--- config.mk ---
export PLATFORM = sky130hd
export DESIGN_NAME = adder_arbiter
export DESIGN_NICKNAME = d
export VERILOG_FILES = /design/src/rtl/adder_arbiter_pkg.sv /design/src/rtl/adder_arbiter_adder_unit.sv /design/src/rtl/adder_arbiter.sv
export SDC_FILE = /design/constraint.sdc
export NUM_CORES = 1
export LEC_CHECK = 0
export BUFFER_PORTS_ARGS = -buffer_cell sky130_fd_sc_hd__buf_2
export CAP_MARGIN = 0
export CORE_MARGIN = 2
export CORE_UTILIZATION = 41
export DETAILED_ROUTE_END_ITERATION = 7
export PLACE_DENSITY_LB_ADDON = 0.15
export SYNTH_ARGS = -nofsm -noshare
export SYNTH_HDL_FRONTEND = slang
export SYNTH_SLANG_ARGS = --single-unit
--- constraint.sdc ---
create_clock -name clock_reset -period 2.8 [get_ports clock_reset]
set_input_delay 0.42 -clock clock_reset [delete_from_list [all_inputs] [get_ports clock_reset]]
set_output_delay 0.42 -clock clock_reset [all_outputs]
set_load 0.02 [all_outputs]
--- src/rtl/adder_arbiter_pkg.sv ---
// Shared constants, grant record and round-robin pick helper for adder_arbiter.
package adder_arbiter_pkg;

    localparam int unsigned N     = 4;
    localparam int unsigned W     = 4;
    localparam int unsigned TAG_W = 2;
    localparam int unsigned CNT_W = 8;

    // Bit positions inside the clock_reset bundle
    localparam int unsigned CLK = 0;
    localparam int unsigned RST = 1;

    typedef struct packed {
        logic             exists;
        logic [TAG_W-1:0] grant;
    } pick_t;

    // First valid requester in the order ptr, ptr+1, ... (mod N).
    // Walks from the farthest offset down so the nearest valid one wins.
    function automatic pick_t rr_pick(input logic [TAG_W-1:0] ptr,
                                      input logic [N-1:0]     valid);
        pick_t            p;
        logic [TAG_W-1:0] idx;
        p.exists = 1'b0;
        p.grant  = '0;
        for (int i = N - 1; i >= 0; i--) begin
            idx = ptr + TAG_W'(i);
            if (valid[idx]) begin
                p.exists = 1'b1;
                p.grant  = idx;
            end
        end
        return p;
    endfunction

endpackage

--- src/rtl/adder_arbiter_adder_unit.sv ---
// Combinational W-bit wrapping adder over a packed {b, a} operand pair.
module adder_unit
    import adder_arbiter_pkg::*;
(
    input  logic [2*W-1:0] operand_pair,
    output logic [W-1:0]   sum
);

    // Carry out is dropped: the sum wraps modulo 2^W
    always_comb begin
        sum = operand_pair[W-1:0] + operand_pair[2*W-1:W];
    end

endmodule

--- src/rtl/adder_arbiter.sv ---
// Round-robin arbiter sharing one wrapping adder among N requesters, with a
// one-entry tagged result register and an accepted-transaction counter.
module adder_arbiter
    import adder_arbiter_pkg::*;
(
    input  logic [1:0]       clock_reset,
    input  logic [N-1:0]     req_valid,
    input  logic [N*W-1:0]   req_a,
    input  logic [N*W-1:0]   req_b,
    output logic [N-1:0]     req_ready,
    output logic             res_valid,
    output logic [W-1:0]     res_sum,
    output logic [TAG_W-1:0] res_tag,
    input  logic             res_ready,
    output logic [CNT_W-1:0] txn_count
);

    logic clk;
    logic rst;
    assign clk = clock_reset[CLK];
    assign rst = clock_reset[RST];

    logic [TAG_W-1:0] ptr_q, ptr_d;
    logic             res_valid_q, res_valid_d;
    logic [W-1:0]     res_sum_q, res_sum_d;
    logic [TAG_W-1:0] res_tag_q, res_tag_d;
    logic [CNT_W-1:0] txn_count_q, txn_count_d;

    pick_t            pick;
    logic             can_accept;
    logic             accept;
    logic [W-1:0]     sel_a;
    logic [W-1:0]     sel_b;
    logic [W-1:0]     add_sum;

    // Grant decision; the result slot is free when empty or being drained
    always_comb begin
        pick       = rr_pick(ptr_q, req_valid);
        can_accept = !res_valid_q | res_ready;
        accept     = pick.exists & can_accept & !rst;
    end

    // One-hot ready to the granted requester only
    always_comb begin
        req_ready = '0;
        if (accept) begin
            req_ready[pick.grant] = 1'b1;
        end
    end

    // Steer the granted operand pair into the shared adder
    always_comb begin
        sel_a = '0;
        sel_b = '0;
        for (int k = 0; k < N; k++) begin
            if (pick.grant == TAG_W'(k)) begin
                sel_a = req_a[k*W +: W];
                sel_b = req_b[k*W +: W];
            end
        end
    end

    adder_unit u_adder_unit (
        .operand_pair ({sel_b, sel_a}),
        .sum          (add_sum)
    );

    // Next state: accept loads a new result (even while draining), else drain clears valid
    always_comb begin
        ptr_d       = ptr_q;
        res_valid_d = res_valid_q;
        res_sum_d   = res_sum_q;
        res_tag_d   = res_tag_q;
        txn_count_d = txn_count_q;
        if (accept) begin
            res_valid_d = 1'b1;
            res_sum_d   = add_sum;
            res_tag_d   = pick.grant;
            ptr_d       = pick.grant + 2'd1;
            txn_count_d = txn_count_q + CNT_W'(1);
        end else if (res_valid_q && res_ready) begin
            res_valid_d = 1'b0;
        end
    end

    // State register with synchronous reset
    always_ff @(posedge clk) begin
        if (rst) begin
            ptr_q       <= '0;
            res_valid_q <= 1'b0;
            res_sum_q   <= '0;
            res_tag_q   <= '0;
            txn_count_q <= '0;
        end else begin
            ptr_q       <= ptr_d;
            res_valid_q <= res_valid_d;
            res_sum_q   <= res_sum_d;
            res_tag_q   <= res_tag_d;
            txn_count_q <= txn_count_d;
        end
    end

    assign res_valid = res_valid_q;
    assign res_sum   = res_sum_q;
    assign res_tag   = res_tag_q;
    assign txn_count = txn_count_q;

endmodule

* Word-level counts from Yosys, hierarchy flattened
Index checks and enable logic that the tools add are counted.
** Storage, ports and cells
- Register bits after elaboration :: 17
- Logic and storage cells :: 54
- Output and inout bits :: 19
- Input port bits :: 39
** Cells by class
- Bitwise logic cells :: 3
- $lt $le $gt $ge :: 6
- Reduce and logical (&&, ||, !) cells :: 6
- Multiplexer cells :: 25
- Add/sub/neg operators :: 6
- Equality and inequality tests :: 3
** Operator list (count)
- $mux 4 :: 9
- $lt 2x3->1 const B :: 5
- $mux 3 :: 4
- $add 8x1->8 const B :: 1
- $bmux 1 s2 :: 4
- $mux 1 :: 7
- $add 2x1->2 const B :: 2
- $add 2x2->2 const B :: 2
- $add 4x4->4 :: 1
- $eq 2x2->1 const B :: 2
- $and 1x1->1 :: 2
- $demux 1 s2 :: 1
- $eq 2x1->1 const B :: 1
- $ge 2x1->1 const B :: 1
- $logic_and 1x1->1 :: 2
- $logic_not 1->1 :: 2
- $logic_not 2->1 :: 1
- $reduce_bool 2->1 :: 1
- $or 1x1->1 :: 1

* Depth between registers and ports, before layout
Gate-level depths: netlist of the first run.
- Depth after elaboration :: 13
- Depth in mapped cells :: 15
- Gate-level depth less buffers :: 14

* By module
Synthesis of the first run repeated with hierarchy kept, for this count alone.
** Second synthesis, totals
- Cell total of the unflattened synthesis :: 146
- Area, all modules :: 1191.1 sq um
** By module, submodules not included
- adder_arbiter :: area an instance 1091.0 sq um, seq. area each 340.3 sq um, cells each 137, instances 1
- adder_unit :: area an instance 100.1 sq um, seq. area each 0.0 sq um, cells each 9, instances 1

* Worst setup path after synthesis of the first run
Ideal clock, no wire load.
- Path type :: in2reg
- Start :: input req_valid[3]
- End :: register res_sum_q[3], in the netlist res_sum[3]
- Library setup time :: 0.079 ns
- Data arrival time :: 3.002 ns
- Cell stages on the path :: 15
- Buffers on the path :: 1
- Setup slack :: -0.281 ns
- Data required time :: 2.721 ns
- Cell sequence :: inv_1 a221oi_1 o22ai_1 inv_1 ha_1 clkbuf_1 nor2b_1 a221oi_1 nor3_1 a21o_1 ha_1 a21o_1 a21o_1 or2_2 o211ai_1
** RTL lines
- start: declaration :: RTL line adder_arbiter.sv:7 : input logic [N-1:0] req_valid,
- end signal: assignment :: RTL line adder_arbiter.sv:97 : res_sum_q <= res_sum_d;
- end: declaration :: RTL line adder_arbiter.sv:25 : logic [W-1:0] res_sum_q, res_sum_d;

* Worst setup path in the final report of the first run
- Start :: register ptr_q[0]
- End :: register res_sum_q[3], in the netlist res_sum[3]
** On the way
- Longest elaborated chain between the ends :: 13
- Elaborated cells on any way between the ends :: 30
- Classes of those cells :: add/sub: 4; eq/ne: 3; mux: 20; bitwise: 2; reduce/logical: 1
** RTL lines
- start: declaration :: RTL line adder_arbiter.sv:23 : logic [TAG_W-1:0] ptr_q, ptr_d;
- start signal: assignment :: RTL line adder_arbiter.sv:95 : ptr_q <= ptr_d;
- $add 2x2->2 :: RTL line adder_arbiter_pkg.sv:27 : idx = ptr + TAG_W'(i);
- $bmux 1 s2 :: RTL line adder_arbiter_pkg.sv:28 : if (valid[idx]) begin
- $mux 1 (not written as such) :: RTL line adder_arbiter_pkg.sv:28
- $mux 3 (3 in a row) :: RTL line adder_arbiter_pkg.sv:28
- $mux 3 * :: RTL line adder_arbiter_pkg.sv:28
- $logic_not 2->1 :: RTL line adder_arbiter.sv:56 : if (pick.grant == TAG_W'(k)) begin
- $mux 4 (4 in a row) :: RTL line adder_arbiter.sv:56
- $add 4x4->4 :: RTL line adder_arbiter_adder_unit.sv:11 : sum = operand_pair[W-1:0] + operand_pair[2*W-1:W];
Every way passes the cells marked *; elsewhere a longest branch is shown, timed or not. The select of a mux whose other input is x is not followed.
A chain may end at the register's enable or synchronous reset.

==> results of run 1 <==
[power groups by stage]
stage	clock network (mW)	logic, mW	registers, mW
after floorplan	0.419	0.374	0.408
after global placement	0.342	0.681	0.351
after detailed placement	0.342	0.695	0.355
after CTS	0.984	0.804	0.360
after global routing	1.10	1.00	0.373
final	0.972	0.913	0.364
[synthesized netlist by cell type (3+ instances only)]
cell | instances | share of area
a221oi_1 | 7 | 0.050
a21oi_1 | 10 | 0.041
nor2_1 | 3 | 0.0092
xor2_1 | 6 | 0.043
nand2_1 | 15 | 0.046
nor3_1 | 3 | 0.012
nand3_1 | 7 | 0.029
a21o_1 | 4 | 0.025
clkbuf_1 | 4 | 0.012
nor2b_1 | 7 | 0.036
o31ai_1 | 5 | 0.031
dfxtp_1 | 17 | 0.28
o21a_1 | 4 | 0.025
inv_1 | 8 | 0.025
o21ai_0 | 6 | 0.025
and2_2 | 4 | 0.025
buf_2 | 3 | 0.012
ha_1 | 8 | 0.082
[area by class of cell]
type / instances / area [µm²] / area share
clock buffer: 16 / 111 / 0.0540
clock inverter: 15 / 83.8 / 0.0407
inverter: 7 / 31.3 / 0.0152
multi-input combinational: 115 / 991 / 0.481
sequential: 17 / 345 / 0.168
tap: 31 / 38.8 / 0.0188
timing repair buffer: 78 / 459 / 0.223
[state kept, by name, summed over array words and instances, names as in the netlist]
| signal | cells |
|---|---|
| ptr_q | 2 |
| txn_count | 8 |
| res_sum | 4 |
| res_valid | 1 |
| res_tag | 2 |
[kinds of logic (layout without fill, tap and decap cells)]
logic type               Yosys count  in the layout  share of synthesized area
AO/OA/AOI/OAI                     47             47                      0.275
XOR/XNOR                           7              7                     0.0503
adder cells (fa/ha/maj)            9              9                     0.0985
buffers and inverters             16            116                     0.0585
flip-flops                        17             17                      0.279
AND/OR/NAND/NOR                   52             52                      0.239
[worst max-delay path, delay by kind of cell (launching register included)]
| family | cells | cell delay [ns] |
|---|---|---|
| simple gates | 3 | 0.49 |
| buf+inv | 1 | 0.06 |
| fa+ha+maj | 2 | 0.42 |
| flops | 1 | 0.36 |
| compound gates | 7 | 1.32 |
[worst paths after layout]
check	to
setup / recovery	res_sum[3]
hold / removal	res_sum[1]
setup reg to reg	res_sum[3]
hold reg to reg	res_sum[0]
[stage by stage]
step,instances,utilization,setup slack [ns],power [mW],hold WS (ns)
after detailed placement,246,0.600,-0.233,1.39,0.0646
after floorplan,148,-,0.00321,1.20,0.258
after global placement,246,0.600,-0.163,1.37,0.0646
final,279,0.741,0.0557,2.25,0.0468
after global routing,279,0.741,-0.0797,2.47,0.0315
after CTS,277,0.704,0.00360,2.15,0.0377
[timing repair]
action                     CTS  global route
resized for setup           23            17
buffers inserted             7             2
pin swaps                    9            11
setup endpoints to repair   10             6
gates cloned                 0             0
hold buffers                 0             0
[layer usage]
layer	track usage	vias up	wire, µm
met2	0.355	69	2090
met3	0.259	11	373
met5	0	-	0
met1	0.226	737	1510
li1	-	745	-
met4	0.329	0	97
==> results.sh, run 1 <==
export IMPL_placed_cell_area_mm2=0.00167
export IMPL_vias=1562
export IMPL_cpMostUsedCell="a21o_1"
export IMPL_syn_avg_cell_area_um2=8.24
export IMPL_clk_pin_slew_worst_paths_ns=0.10
export IMPL_synthFlopType="dfxtp_1"
export IMPL_antenna_found_initial=0
export IMPL_die_h_um=58.5
export IMPL_crit_start="ptr_q[0]"
export IMPL_switchingPower_mw=1.00
export IMPL_die_area_mm2=0.00343
export IMPL_ant_nets=0
export IMPL_hold_path_depth=3
export IMPL_grt_max_degree=16
export IMPL_synth_cell_types=40
export IMPL_setup_worst_path_start_class="flip-flop"
export IMPL_grt_first_pass_wirelength_um=6520
export IMPL_synth_area_mm2=0.00122
export IMPL_boundaryPins=58
export IMPL_drive_gt1_frac=0.552
export IMPL_p_clk_frac=0.432
export IMPL_drcViolationCount=0
export IMPL_cts_tree="yes"
export IMPL_fin_setup_tns_ns=0
export IMPL_drv_slew=0
export IMPL_layout_common_cells="buf_2, buf_4, inv_1"
export IMPL_r2r_worst_path_cells=13
export IMPL_area_delta_synth_final_pct=68.9
export IMPL_rsz0062_at_grt="yes"
export IMPL_drt_iter0_markers=71
export IMPL_start_util=0.439
export IMPL_slowest_delay_ns=0.36
export IMPL_leakage_nw=1.01
export IMPL_clock_sinks=17
export IMPL_fmax_mhz=364
export IMPL_n_antenna_cell=0
export IMPL_core_mm2=0.00278
export IMPL_finalHoldViolations=0
export IMPL_crit_arrival_ns=2.97
export IMPL_skew_ns=0.00447
export IMPL_first_global_vias=1850
export IMPL_worstSkewPairLatency_ns=0.29
export IMPL_rows=19
export IMPL_status="completed"
export IMPL_worst_pin_slew_ns=0.312
export IMPL_relSlewSlack=0.792
export IMPL_vias_per_cell=5.60
export IMPL_final_area_mm2=0.00206
export IMPL_synth_edf_count=0
export IMPL_layout_nets=295
export IMPL_gr_total_overflow=0
export IMPL_critPathCaptureType="flip-flop"
export IMPL_cp_required_ns=3.02
export IMPL_p_sw_frac=0.445
export IMPL_final_common_cell="buf_2"
export IMPL_fillCellCount=212
export IMPL_grt_usage=0.277
export IMPL_worstReg2RegStart="ptr_q[0]"
export IMPL_post_dp_hpwl_um=2610
export IMPL_wl_um=4070
export IMPL_wl_per_cell_um=14.6
export IMPL_fin_crit_ns=2.74
export IMPL_die_width_um=58.5
export IMPL_path_class="reg2reg"
export IMPL_postSynthRegisterBits=17
export IMPL_crit_fanout=5
export IMPL_io_buffers=56
export IMPL_period_share=0.980
export IMPL_irDropWorstVdd_v=0.00114
export IMPL_synthArstFlopShare=0
export IMPL_crit_chain="inv_4 > a221oi_4 > o22ai_4 > ha_2 > nor2b_4 > a221oi_2 > nor3_2 > a21o_1 > ha_4 > a21o_1 > a21o_1 > or2_2 > o211ai_1"
export IMPL_place_congestion=0.847
export IMPL_power_density_mw_per_mm2=1090
export IMPL_dr_pass1_iters=4
export IMPL_ys_warn_count=0
export IMPL_r2r_slack_ns=0.06
export IMPL_setup_violations_final=0
export IMPL_synthCells=148
export IMPL_seqPwrFrac=0.162
export IMPL_ys_seq_area_frac=0.279
export IMPL_cell_internal_pwr_mw=1.25
export IMPL_p_comb_frac=0.406
export IMPL_drv_cap=0
export IMPL_synthesis_nets=196
export IMPL_min_path_type="clk2reg"
export IMPL_hp_start="clock_reset[1]"
export IMPL_critPathSlowestCell="dfxtp_2"
Note: power is estimated with default switching activity, not from simulation.
==> inputs of run 2 (changes only) <==
--- a/config.mk
+++ b/config.mk
@@ -8,7 +8,7 @@
 export BUFFER_PORTS_ARGS = -buffer_cell sky130_fd_sc_hd__buf_2
 export CAP_MARGIN = 0
 export CORE_MARGIN = 2
-export CORE_UTILIZATION = 41
+export CORE_UTILIZATION = 49
 export DETAILED_ROUTE_END_ITERATION = 7
 export PLACE_DENSITY_LB_ADDON = 0.15
 export SYNTH_ARGS = -nofsm -noshare
==> constraint.sdc (replaced) <==
create_clock -name clock_reset -period 3.5 [get_ports clock_reset]
set_input_delay 0.525 -clock clock_reset [delete_from_list [all_inputs] [get_ports clock_reset]]
set_output_delay 0.525 -clock clock_reset [all_outputs]
set_load 0.02 [all_outputs]
==> run 2 against run 1 <==
Effect of this change: critical path depth decreased by 6; first-iteration DRC count decreased by 72%; combinational power decreased by 50%; critical endpoint is now req_ready[0]; utilization decreased by 4.8 points; sequential cell count unchanged; largest cell class unchanged.
==> results.sh, run 2 (synthesis results as in run 1) <==
export IMPL_leakage_nw=0.856
export IMPL_path_class="clk2out"
export IMPL_seqPwrFrac=0.187
export IMPL_crit_arrival_ns=2.82
export IMPL_cell_internal_pwr_mw=0.795
export IMPL_skew_ns=0.0150
export IMPL_core_mm2=0.00241
export IMPL_start_util=0.506
export IMPL_rsz0062_at_grt="no"
export IMPL_r2r_end="res_sum[3]"
export IMPL_post_dp_hpwl_um=2320
export IMPL_antenna_found_initial=0
export IMPL_r2r_slack_ns=0.38
export IMPL_worstReg2RegStart="ptr_q[0]"
export IMPL_grt_first_pass_wirelength_um=5220
export IMPL_ctsHoldBuffers=0
export IMPL_dr_pass1_iters=4
export IMPL_layout_common_cells="buf_2, inv_1, dfxtp_1"
export IMPL_worst_path_buf_inv=5
export IMPL_hp_start="clock_reset[1]"
export IMPL_worstSkewPairLatency_ns=0.31
export IMPL_drive_gt1_frac=0.368
export IMPL_cts_resized_gates=0
export IMPL_vias_per_cell=5.60
export IMPL_irDropWorstVdd_v=0.000637
export IMPL_grt_usage=0.274
export IMPL_p_comb_frac=0.304
export IMPL_post_cts_buffers=0
export IMPL_rows=18
export IMPL_finalHoldViolations=0
export IMPL_layout_nets=270
export IMPL_first_global_vias=1573
export IMPL_critPathSlowestCell="and3_4"
export IMPL_fin_setup_tns_ns=0
export IMPL_drv_cap=0
export IMPL_crit_chain="clkbuf_4 > clkbuf_4 > clkbuf_4 > inv_1 > and3_4 > and2_2 > buf_2"
export IMPL_drv_slew=0
export IMPL_clk_pin_slew_worst_paths_ns=0.12
export IMPL_fillCellCount=218
export IMPL_power_density_mw_per_mm2=890
export IMPL_r2r_worst_path_cells=14
export IMPL_vias=1417
export IMPL_grt_max_degree=16
export IMPL_p_clk_frac=0.509
export IMPL_area_delta_synth_final_pct=36.9
export IMPL_largest_reg_flops=8
export IMPL_critical_path_top_delay_family="buffers and inverters"
export IMPL_die_area_mm2=0.00290
export IMPL_die_h_um=53.9
export IMPL_gr_total_overflow=0
export IMPL_die_width_um=53.9
export IMPL_cp_required_ns=2.97
export IMPL_cpMostUsedCell="clkbuf_4"
export IMPL_relSlewSlack=0.718
export IMPL_place_congestion=0.842
export IMPL_cts_tree="yes"
export IMPL_p_sw_frac=0.465
export IMPL_drt_iter0_markers=20
export IMPL_crit_fanout=12
export IMPL_status="completed"
export IMPL_switchingPower_mw=0.691
export IMPL_whs_ns=0.0327
export IMPL_boundaryPins=58
export IMPL_n_antenna_cell=0
export IMPL_hold_end="res_sum[1]"
export IMPL_ant_nets=0
export IMPL_final_common_cell="buf_2"
export IMPL_drcViolationCount=0
export IMPL_wl_per_cell_um=13.5
export IMPL_hold_path_depth=3
export IMPL_min_path_type="clk2reg"
export IMPL_setup_worst_path_start_class="clock port"
export IMPL_wl_um=3410
export IMPL_slowest_delay_ns=0.27
export IMPL_worst_pin_slew_ns=0.422
export IMPL_regArea_um2=340
export IMPL_multi_input_area_um2=808
export IMPL_critPathCaptureType="output port"
export IMPL_io_buffers=56
export IMPL_setup_violations_final=0
export IMPL_clock_sinks=17
[run 2: changes by cell type in the layout (fill, tap and decap cells not counted), sizes merged]
cell and delta:
buf -26, clkbuf +1
[run 2: metrics by stage]
stage	cell area [µm²]	utilization	worst slack, ns	power (mW)	std cells
after CTS	1670	0.693	0.128	1.51	253
after detailed placement	1510	0.627	0.143	1.00	228
after global routing	1670	0.693	0.0155	1.62	253
final	1670	0.693	0.151	1.49	253
after global placement	1510	0.627	0.260	0.988	228
after floorplan	1220	-	0.314	0.938	148
[run 2: power groups by stage]
stage	Sequential [mW]	Clock (mW)	Combinational, mW
after floorplan	0.326	0.335	0.277
after global placement	0.279	0.273	0.436
after detailed placement	0.282	0.273	0.449
after CTS	0.278	0.778	0.452
after global routing	0.283	0.837	0.502
final	0.278	0.756	0.452
[run 2: worst reg2reg max path, stage by stage, from the launching register on]
cell      delay [ns]
dfxtp_1         0.32
inv_1           0.13
a221oi_1        0.11
o22ai_1         0.33
inv_1           0.12
ha_1            0.21
nor2b_1         0.36
a221oi_1        0.13
nor3_1          0.24
a21o_1          0.12
ha_1            0.22
a21o_1          0.18
a21o_1          0.18
or2_2           0.27
o211ai_1        0.14
[run 2: layer usage]
metal  GRT usage  vias up  wire, µm
li1            -      694         -
met4       0.359        0        51
met5      0.0625        -         0
met2       0.307       66      1700
met3       0.294       10       290
met1       0.217      647      1370
[run 2: worst max-delay path by stage]
stage / startpoint / end / depth (start not counted)
after detailed placement: req_valid[3] / res_sum[3] / 15
final: clock_reset[1] / req_ready[0] / 7
after CTS: clock_reset[1] / req_ready[2] / 7
after global routing: ptr_q[0] / res_sum[3] / 14
after floorplan: req_valid[3] / res_sum[3] / 15
after global placement: req_valid[3] / res_sum[3] / 15
[run 2: final cells by class]
| class | count | share of cell area |
|---|---|---|
| multi-input combinational | 115 | 0.484 |
| clock inverter | 15 | 0.0502 |
| inverter | 7 | 0.0157 |
| timing repair buffer | 54 | 0.165 |
| tap | 30 | 0.0225 |
| sequential | 17 | 0.204 |
| clock buffer | 15 | 0.0592 |
==> inputs of run 3 (changes only) <==
--- a/config.mk
+++ b/config.mk
@@ -13,4 +13,5 @@
 export PLACE_DENSITY_LB_ADDON = 0.15
 export SYNTH_ARGS = -nofsm -noshare
 export SYNTH_HDL_FRONTEND = slang
+export SYNTH_HIERARCHICAL = 1
 export SYNTH_SLANG_ARGS = --single-unit
==> run 3 against run 2 <==
Effect of this change: clock skew fell by 0.0073 ns; via count fell by 8.0%; highest routed layer unchanged; combinational power rose by 31%; area after synthesis fell by 2.4%; sequential share of layout area rose by 1.3 points; die area fell by 2.2%; critical path depth did not move; first-iteration DRC count rose by 40%.
==> results.sh, run 3 <==
export IMPL_rsz0062_at_grt="no"
export IMPL_critPathCaptureType="output port"
export IMPL_ant_nets=0
export IMPL_cts_tree="yes"
export IMPL_synth_common_cells="nand2_1, dfxtp_1, nor2b_1, a21oi_1, o31ai_1"
export IMPL_setup_ws_ns=0.254
export IMPL_critPathSlowestCell="clkbuf_4"
export IMPL_status="completed"
export IMPL_postSynthRegisterBits=17
export IMPL_vias_per_cell=5.50
export IMPL_drv_slew=0
export IMPL_slowest_delay_ns=0.18
export IMPL_place_ws_ns=-0.0805
export IMPL_worstSkewPairLatency_ns=0.29
export IMPL_synth_area_mm2=0.00119
export IMPL_synthSimpleGateAreaFrac=0.310
export IMPL_layout_common_cells="buf_2, nand2_1, dfxtp_1"
export IMPL_drt_iter0_markers=28
export IMPL_yosysMostFrequentCell="nand2_1"
export IMPL_clk_pin_slew_worst_paths_ns=0.11
export IMPL_finalHoldViolations=0
export IMPL_placed_cell_area_mm2=0.00148
export IMPL_ys_seq_area_frac=0.286
export IMPL_cp_required_ns=2.97
export IMPL_synthesis_nets=194
export IMPL_synth_adder_area_share=0.101
export IMPL_ys_warn_count=6
export IMPL_cpMostUsedCell="clkbuf_4"
export IMPL_fin_setup_tns_ns=0
export IMPL_wl_um=3290
export IMPL_post_cts_buffers=0
export IMPL_grt_first_pass_wirelength_um=4880
export IMPL_start_util=0.528
export IMPL_post_dp_hpwl_um=2440
export IMPL_die_width_um=53.3
export IMPL_seqPwrFrac=0.224
export IMPL_die_h_um=53.3
export IMPL_p_sw_frac=0.471
export IMPL_place_congestion=0.788
export IMPL_synth_top_family_by_area="simple AND/OR/NAND/NOR gates"
export IMPL_rows=17
export IMPL_crit_chain="clkbuf_4 > clkbuf_4 > nor2_2 > clkbuf_4 > clkbuf_4 > and2_1 > buf_2"
export IMPL_drv_cap=0
export IMPL_crit_fanout=9
export IMPL_n_antenna_cell=0
export IMPL_min_path_type="clk2reg"
export IMPL_vias=1303
export IMPL_synth_area_mux_share=0
export IMPL_synth_compound_area_share=0.200
export IMPL_synth_top_area_share=0.286
export IMPL_antenna_found_initial=0
export IMPL_skew_ns=0.00774
export IMPL_synth_cell_types=35
export IMPL_power_density_mw_per_mm2=818
export IMPL_area_delta_synth_final_pct=32.0
export IMPL_io_buffers=56
export IMPL_p_clk_frac=0.317
export IMPL_synthArstFlopShare=0
export IMPL_crit_arrival_ns=2.72
export IMPL_path_class="clk2out"
export IMPL_grt_usage=0.252
export IMPL_final_common_cell="buf_2"
export IMPL_synth_edf_count=0
export IMPL_drcViolationCount=0
export IMPL_switchingPower_mw=0.606
export IMPL_syn_avg_cell_area_um2=8.16
export IMPL_setup_violations_final=0
export IMPL_boundaryPins=58
export IMPL_layout_nets=256
export IMPL_relSlewSlack=0.622
export IMPL_drive_gt1_frac=0.364
export IMPL_synth_xor_area_frac=0.0662
export IMPL_synthCells=146
export IMPL_worst_pin_slew_ns=0.562
export IMPL_wl_per_cell_um=13.9
export IMPL_p_comb_frac=0.459
export IMPL_fillCellCount=192
export IMPL_leakage_nw=0.743
export IMPL_core_mm2=0.00225
export IMPL_yosysTopAreaCell="dfxtp_1"
export IMPL_final_util=0.698
export IMPL_setup_worst_path_start_class="clock port"
export IMPL_dr_pass1_iters=7
export IMPL_synth_area_top_cells="dfxtp_1, ha_1, nand2_1"
export IMPL_die_area_mm2=0.00284
export IMPL_irDropWorstVdd_v=0.000655
export IMPL_final_area_mm2=0.00157
export IMPL_synthFlopType="dfxtp_1"
export IMPL_gr_total_overflow=0
export IMPL_cell_internal_pwr_mw=0.680
export IMPL_first_global_vias=1330
export IMPL_grt_max_degree=18
export IMPL_largest_reg_flops=8
## run 3: kinds of logic (layout without fill, tap and decap cells)
kind of cell / count (synthesis) / in the layout
compound gates: 34 / 34
simple gates: 68 / 68
buf+inv: 9 / 72
fa+ha+maj: 9 / 9
xor+xnor: 9 / 9
flops: 17 / 17
## run 3: worst max-delay path, delay by kind of cell
family,cells,cell delay (ns)
buffers and inverters,5,0.73
and+or+nand+nor,2,0.23
## run 3: final cells by class
class                      instances  area (µm²)  share of cell area
timing repair buffer              54         275               0.175
inverter                           2        7.51             0.00477
clock buffer                      14        91.3              0.0581
tap                               28        35.0              0.0223
clock inverter                     2        10.0             0.00636
sequential                        17         340               0.216
multi-input combinational        120         813               0.517
## run 3: stage by stage
stage	power, mW	cells	hold slack [ns]
after floorplan	0.877	146	0.221
after global placement	0.957	225	0.0691
after detailed placement	0.987	225	0.0691
after CTS	1.29	237	0.117
after global routing	1.39	237	0.119
final	1.29	237	0.107
## run 3: worst paths after layout
| path | startpoint | to | slack, ns | depth (start not counted) |
|---|---|---|---|---|
| hold reg to reg | res_sum[1] | res_sum[1] | 0.47 | 2 |
| setup reg to reg | ptr_q[0] | res_sum[3] | 0.35 | 14 |
| setup / recovery | clock_reset[1] | req_ready[0] | 0.25 | 7 |
| hold / removal | clock_reset[1] | res_sum[3] | 0.11 | 3 |
## run 3: repair_timing
item,CTS,global route
hold buffers,0,0
resized for setup,0,1
setup endpoints to repair,0,1
endpoints found under the hold margin,0,0
## run 3: power by group through the flow
| stage | clock, mW | sequential (mW) | combinational, mW |
|---|---|---|---|
| 2_1_floorplan | 0.167 | 0.340 | 0.370 |
| 3_3_place_gp | 0.113 | 0.290 | 0.554 |
| 3_5_place_dp | 0.113 | 0.293 | 0.581 |
| 4_1_cts | 0.420 | 0.288 | 0.584 |
| 5_1_grt | 0.448 | 0.296 | 0.648 |
| 6_report | 0.408 | 0.288 | 0.590 |
## run 3: metal layers
metal / up-vias / global-route usage / routed length, µm
met2: 53 / 0.329 / 1600
met4: 0 / 0.214 / 44
met1: 591 / 0.256 / 1400
li1: 649 / - / -
met3: 10 / 0.192 / 253
met5: - / 0.0238 / 0
